**config.mk**
```make
export PLATFORM = sky130hd
export DESIGN_NAME = legv8_dmem_master
export DESIGN_NICKNAME = d
export VERILOG_FILES = /design/src/rtl/legv8_dmem_master.sv
export SDC_FILE = /design/constraint.sdc
export NUM_CORES = 1
export LEC_CHECK = 0
export CORE_ASPECT_RATIO = 0.7
export CORE_UTILIZATION = 39
export DETAILED_ROUTE_END_ITERATION = 8
export GPL_TIMING_DRIVEN = 0
export HOLD_SLACK_MARGIN = 0.06
export PLACE_DENSITY_LB_ADDON = 0.1
export SLEW_MARGIN = 5
export SYNTH_ARGS = -nofsm -noshare
export SYNTH_HDL_FRONTEND = slang
export SYNTH_SLANG_ARGS = --single-unit
```
**constraint.sdc**
```tcl
create_clock -name clock -period 2.6 [get_ports clock]
set_clock_uncertainty 0.2 [all_clocks]
set_input_delay 0.65 -clock clock [delete_from_list [all_inputs] [get_ports clock]]
set_output_delay 0.65 -clock clock [all_outputs]
set_load 0.005 [all_outputs]
```
**src/rtl/legv8_dmem_master.sv**
```systemverilog
// Requester-side controller for the LEGv8 data RAM: checks each load/store for alignment
// and range, sequences the RAM enables, and returns one registered response per request.
module legv8_dmem_master #(
  parameter int ADDR_W       = 8,
  parameter int READ_LATENCY = 1
) (
  input  logic              clock,
  input  logic              reset_n,
  input  logic              req_valid,
  output logic              req_ready,
  input  logic              req_write,
  input  logic [63:0]       req_addr,
  input  logic [63:0]       req_wdata,
  output logic              resp_valid,
  input  logic              resp_ready,
  output logic [63:0]       resp_rdata,
  output logic              resp_err,
  output logic [ADDR_W-1:0] mem_address,
  output logic [63:0]       mem_in,
  output logic              mem_writeEn,
  output logic              mem_readEn,
  input  logic [63:0]       mem_out
);

  typedef enum logic [1:0] {IDLE, WRITE, READ, RESP} state_t;

  state_t              state_q, state_d;
  logic [2:0]          cnt_q, cnt_d;
  logic [ADDR_W-1:0]   mem_address_q, mem_address_d;
  logic [63:0]         mem_in_q, mem_in_d;
  logic                mem_writeEn_q, mem_writeEn_d;
  logic                mem_readEn_q, mem_readEn_d;
  logic                resp_valid_q, resp_valid_d;
  logic [63:0]         resp_rdata_q, resp_rdata_d;
  logic                resp_err_q, resp_err_d;
  logic                addr_err;

  // Anything not doubleword aligned or beyond the RAM's byte span is rejected without a RAM access.
  assign addr_err = (req_addr[2:0] != 3'd0) || ((req_addr >> (ADDR_W + 3)) != 64'd0);

  always_ff @(posedge clock or negedge reset_n) begin
    if (!reset_n) begin
      state_q       <= IDLE;
      cnt_q         <= 3'd0;
      mem_address_q <= '0;
      mem_in_q      <= 64'd0;
      mem_writeEn_q <= 1'b0;
      mem_readEn_q  <= 1'b0;
      resp_valid_q  <= 1'b0;
      resp_rdata_q  <= 64'd0;
      resp_err_q    <= 1'b0;
    end else begin
      state_q       <= state_d;
      cnt_q         <= cnt_d;
      mem_address_q <= mem_address_d;
      mem_in_q      <= mem_in_d;
      mem_writeEn_q <= mem_writeEn_d;
      mem_readEn_q  <= mem_readEn_d;
      resp_valid_q  <= resp_valid_d;
      resp_rdata_q  <= resp_rdata_d;
      resp_err_q    <= resp_err_d;
    end
  end

  always_comb begin
    state_d       = state_q;
    cnt_d         = cnt_q;
    mem_address_d = mem_address_q;
    mem_in_d      = mem_in_q;
    mem_writeEn_d = mem_writeEn_q;
    mem_readEn_d  = mem_readEn_q;
    resp_valid_d  = resp_valid_q;
    resp_rdata_d  = resp_rdata_q;
    resp_err_d    = resp_err_q;
    case (state_q)
      IDLE: begin
        if (req_valid) begin
          if (addr_err) begin
            state_d      = RESP;
            resp_valid_d = 1'b1;
            resp_err_d   = 1'b1;
            resp_rdata_d = 64'd0;
          end else begin
            mem_address_d = req_addr[ADDR_W+2:3];
            if (req_write) begin
              state_d       = WRITE;
              mem_writeEn_d = 1'b1;
              mem_in_d      = req_wdata;
            end else begin
              state_d      = READ;
              mem_readEn_d = 1'b1;
              cnt_d        = 3'(READ_LATENCY);
            end
          end
        end
      end
      WRITE: begin
        state_d       = RESP;
        mem_writeEn_d = 1'b0;
        resp_valid_d  = 1'b1;
        resp_err_d    = 1'b0;
        resp_rdata_d  = 64'd0;
      end
      READ: begin
        // readEn stays high for READ_LATENCY+1 cycles; the last edge samples mem_out.
        if (cnt_q == 3'd0) begin
          state_d      = RESP;
          mem_readEn_d = 1'b0;
          resp_valid_d = 1'b1;
          resp_err_d   = 1'b0;
          resp_rdata_d = mem_out;
        end else begin
          cnt_d = cnt_q - 3'd1;
        end
      end
      RESP: begin
        if (resp_ready) begin
          state_d      = IDLE;
          resp_valid_d = 1'b0;
          resp_err_d   = 1'b0;
          resp_rdata_d = 64'd0;
        end
      end
      default: state_d = IDLE;
    endcase
  end

  assign req_ready   = reset_n && (state_q == IDLE);
  assign resp_valid  = resp_valid_q;
  assign resp_rdata  = resp_rdata_q;
  assign resp_err    = resp_err_q;
  assign mem_address = mem_address_q;
  assign mem_in      = mem_in_q;
  assign mem_writeEn = mem_writeEn_q;
  assign mem_readEn  = mem_readEn_q;

endmodule

```
# After elaboration in Yosys (flattened, before gate mapping)
# Cells that the tools add are included.
[totals]
register_bits = 145
inputBits = 197
out_inout_bits = 141
wordCells = 68
[classes]
n_addsub = 1
n_eq_ne = 11
muxes = 31
bitwise_logic = 1
n_reduce_logical = 15
[ops]
columns = ["operator", "count"]
rows = [
  ["64-bit 2-to-1 mux", 4],
  ["64-bit one-hot mux with 4 select lines", 1],
  ["64-bit nonzero test", 1],
  ["2-bit inequality test, second input constant", 8],
  ["3-bit 2-to-1 mux", 4],
  ["4-bit AND reduction", 3],
  ["1-bit 2-to-1 mux", 11],
  ["2-bit 2-to-1 mux", 5],
  ["5-bit AND reduction", 2],
  ["1-bit one-hot mux with 4 select lines", 2],
  ["2-bit one-hot mux with 4 select lines", 1],
  ["3-bit one-hot mux with 2 select lines", 1],
  ["3-bit AND reduction", 2],
  ["2-bit equality test, second input constant", 2],
  ["1-bit one-hot mux with 2 select lines", 2],
  ["2-bit nonzero test", 2],
  ["3-bit logical NOT", 1],
  ["3-bit nonzero test", 1],
  ["3-bit by 1-bit subtractor with 3-bit output, second input constant", 1],
  ["2-bit by 1-bit equality test with 1-bit output, second input constant", 1],
  ["2-bit logical NOT", 1],
  ["1-bit logical AND", 1],
  ["1-bit logical OR", 1],
  ["1-bit inverter", 1],
]

# Logic depth before layout (Yosys ltp)
[logic_depth]
ltp_word = 5
mapped_depth = 9
depth_no_buf = 7

# Least setup slack after synthesis
# No wires, ideal clock.
[synth_timing]
path_kind = "input-to-reg"
startpoint = "input port req_addr[54]"
endpoint = "register mem_in_q[29], in the netlist mem_in[29]"
setup_ps = 125
arrival_time_ps = 2263
required_ps = 2275
path_slack_ps = 13
path_stages = 6
path_buffers = 2
path_cell_list = "nor4_1 -> nand4_1 -> nor4_1 -> buf_2 -> buf_4 -> mux2_2"
[synth_between]
elab_chain_cells = 4
[synth_rtl]
columns = ["element", "line_no", "source"]
rows = [
  ["from (decl)", "12", "input logic [63:0] req_addr,"],
  ["64-bit nonzero test", "39", "assign addr_err = (req_addr[2:0] != 3'd0) || ((req_addr >> (ADDR_W + 3)) != 64'd0);"],
  ["1-bit logical OR", "39", ""],
  ["1-bit inverter (no source line)", "n/a", ""],
  ["4-bit AND reduction (no source line)", "n/a", ""],
  ["to (signal assigned)", "56", "mem_in_q <= mem_in_d;"],
  ["to (decl)", "30", "logic [63:0] mem_in_q, mem_in_d;"],
]
# No other way between the ends.
# A chain may end at the register's enable or synchronous reset.

# Worst setup path after layout
[layout_timing]
startpoint = "input port req_addr[34]"
endpoint = "register cnt_q[1]"
[layout_between]
elab_chain_cells = 4
[layout_rtl]
columns = ["element", "line_no", "source"]
rows = [
  ["64-bit nonzero test", "39", ""],
  ["1-bit logical OR", "39", ""],
  ["2-bit inequality test (no source line)", "n/a", ""],
  ["5-bit AND reduction (no source line)", "n/a", ""],
  ["to (signal assigned)", "54", "cnt_q <= cnt_d;"],
  ["to (decl)", "28", "logic [2:0] cnt_q, cnt_d;"],
]
# No other way between the ends.

==> impl_metrics.toml <==
[setup_path]
critPathLaunch = "req_addr[34]"
r2r-end = "mem_in[4]$_DFFE_PN0P_"
worstPathArrival_ns = 2.80
r2r_start = "state_q[0]$_DFFE_PN0P_"
critical_path.endpoint_type = "flop"
endpoint = "cnt_q[1]$_DFFE_PN0P_"
critPathMaxFanout = 6
max_stage_delay_ns = 0.45
crit_type = "input pin to flop"
reg2reg_slack_ns = 0.27
slowest_stage = "clkdlybuf4s50_1"
startpoint_type = "input pin"
required_ns = 2.75
path_cells = "clkdlybuf4s50_1 > nor4_1 > nand4_1 > buf_4 > nor4_4 > nor3b_1 > a211o_1"
reg2regPathDepth = 9

[route]
drt_iter0_markers = 184
first_pass_iters = 4
ant_nets = 0
via_per_inst = 4.80
wl_per_cell_um = 17.5
vias = 5341
post-route-drc-count = 0
wirelength_mm = 19.5

[floorplan]
num_io_pins = 338
core.rowCount = 38
die-area_sq_um = 16600
start_util = 0.402
die_x_um = 154
die_y_um = 108
fp.coreArea_sq_um = 15600

[final_layout]
seq_area_sq_um = 3630
multi_input_area_sq_um = 2410
synthToLayoutAreaGrowth_pct = 78.6
nFillCells = 1089
fin_cells = 1112
nets = 1102
drive_above_1_share = 0.187

[timing]
finalHoldViolations = 0
setup_tns_ns = -0.554
post-route-min-period_ns = 2.65
drv_slew = 0
worst_pin_slew_ns = 1.05
fmax_mhz = 377
setup_viol = 36
finalCritPeriodShare = 1.02
slew_headroom = 0.300
worst_slack_ns = -0.0522

[global_routing]
grt_pass1_vias = 5612
grt_pass1_wl_mm = 29.5
gr-total-overflow = 0
grt_start_max_net_pins = 60
track_usage = 0.232
antenna_found_initial = 1

[clocking]
cts_sinks = 145
insertion_delay_ns = 0.41
numCtsBuffers = 17
clockRootBuffer = "clkbuf_16"
clk_pin_slew_ns = 0.06
clock_path_buffers = 2
h-tree-depth = 4
cts_tree = "done"

[yosys]
yosysSeqAreaShare = 0.579
synthesis.nets = 718
synthCells = 515
synth_top_area_share = 0.579
synthArstFlopShare = 1.00
synth-edff-count = 0
synthMostInstantiatedCell = "dfrtp_1"
synth_cell_type_count = 34
yosys_warnings = 0
avgSynthCellArea_sq_um = 12.2
synth_area_sq_um = 6270
synth_commonest_cells = "dfrtp_1, inv_1, mux2_2"
ys_ff_latch = 145
synth_top_area_cell = "dfrtp_1"
ys_top_cells_by_area = "dfrtp_1, mux2_2, mux2i_1, inv_1, nand2_1"
synth_flop_cell = "dfrtp_1"

[placed_design]
hpwl_mm = 13.8
globalplace.congestion = 0.940
io_buffers = 337
dp_cells = 1053

[pwr]
peakVddDrop_v = 0.000536
total_power_mw = 8.55
p_per_area_nw_per_um2 = 763
leakage_nw = 5.34

[run]
drv_cap = 0

[worst_hold_path]
hold_class = "input pin to async pin"

[outcome]
violations = "setup timing"
outcome = "complete, but fails checks"
[metal layers]
metal  wire (um)  vias up  part of all wire  GRT usage
met1        7780     2576              0.40      0.264
met2        9660      222              0.50      0.399
met3        1530       44             0.079     0.0830
met4         505        0             0.026      0.100
met5           0        -                 0          0
li1            -     2499                 -          -
[kinds of logic (layout without fill, tap and decap cells)]
| group | after synthesis | after routing | share of synthesized area |
|---|---|---|---|
| compound gates | 14 | 14 | 0.0176 |
| fa+ha+maj | 6 | 6 | 0.0120 |
| buf+inv | 95 | 491 | 0.0673 |
| flops | 145 | 145 | 0.579 |
| mux | 138 | 138 | 0.235 |
| other cells | 0 | 1 | 0 |
| simple gates | 117 | 117 | 0.0894 |
[worst min-delay path by stage]
| stage | start | end | slack (ns) |
|---|---|---|---|
| after floorplan | reset_n | cnt_q[0]$_DFFE_PN0P_ | 0.15 |
| after global placement | resp_err$_DFFE_PN0P_ | resp_err$_DFFE_PN0P_ | 0.27 |
| after detailed placement | resp_err$_DFFE_PN0P_ | resp_err$_DFFE_PN0P_ | 0.28 |
| after CTS | reset_n | resp_rdata[10]$_DFFE_PN0P_ | 0.10 |
| after global routing | reset_n | mem_readEn$_DFFE_PN0P_ | 0.11 |
| final | reset_n | resp_rdata[10]$_DFFE_PN0P_ | 0.11 |
[state kept, by name, indices dropped and copies added (netlist names)]
signal	flops
mem_address	8
mem_readEn	1
resp_rdata	64
mem_writeEn	1
state_q	2
resp_valid	1
cnt_q	3
mem_in	64
resp_err	1
[cell type report]
class | instances | area share
antenna | 1 | 0.000223
multi-input combinational | 275 | 0.215
inverter | 73 | 0.0245
timing repair buffer | 365 | 0.339
clock inverter | 9 | 0.0117
buffer | 22 | 0.0206
clock buffer | 22 | 0.0424
tap | 200 | 0.0223
sequential | 145 | 0.324
[timing repair]
item	CTS	global route
setup endpoints to repair	139	145
cloned	2	1
hold buffers	3	0
pin swaps	7	22
gates resized for setup	24	62
endpoints found under the hold margin	59	0
buffers inserted	7	14
[where the power goes]
group	switching [mW]	internal, mW
clock network	0.921	1.58
registers	0.172	2.57
logic	1.45	1.85
total	2.55	6.00
[cell usage in the layout (no fill, tap or decap), drive strengths merged, types with 3 or more instances in the layout]
cell           Yosys  layout
clkbuf             8      31
inv               73      73
mux2              73      73
dfrtp            145     145
clkinv             0       3
buf               14      38
mux2i             65      65
bufinv             0       3
nand2             67      67
nor2               6       6
dlymetal6s2s       0      24
clkdlybuf4s50      0     311
nand3              7       7
clkinvlp           0       3
nor3               3       3
ha                 6       6
nand4              5       5
nor4              23      23
[worst max-delay path: cells and delay by family]
family | cells | cell delay (ns)
buf+inv | 2 | 0.68
simple gates | 4 | 1.34
compound gates | 1 | 0.12
[per-stage QoR]
step / hold slack [ns] / setup slack [ns] / util / instance area [sq um]
final: 0.112 / -0.0522 / 0.718 / 11200
after global routing: 0.106 / -0.132 / 0.718 / 11200
after CTS: 0.105 / -0.0201 / 0.692 / 10800
after detailed placement: 0.281 / -1.22 / 0.636 / 9920
after global placement: 0.274 / -5.14 / 0.634 / 9890
after floorplan: 0.154 / 0.0125 / - / 6270
Power figures use the tool's default switching activity.
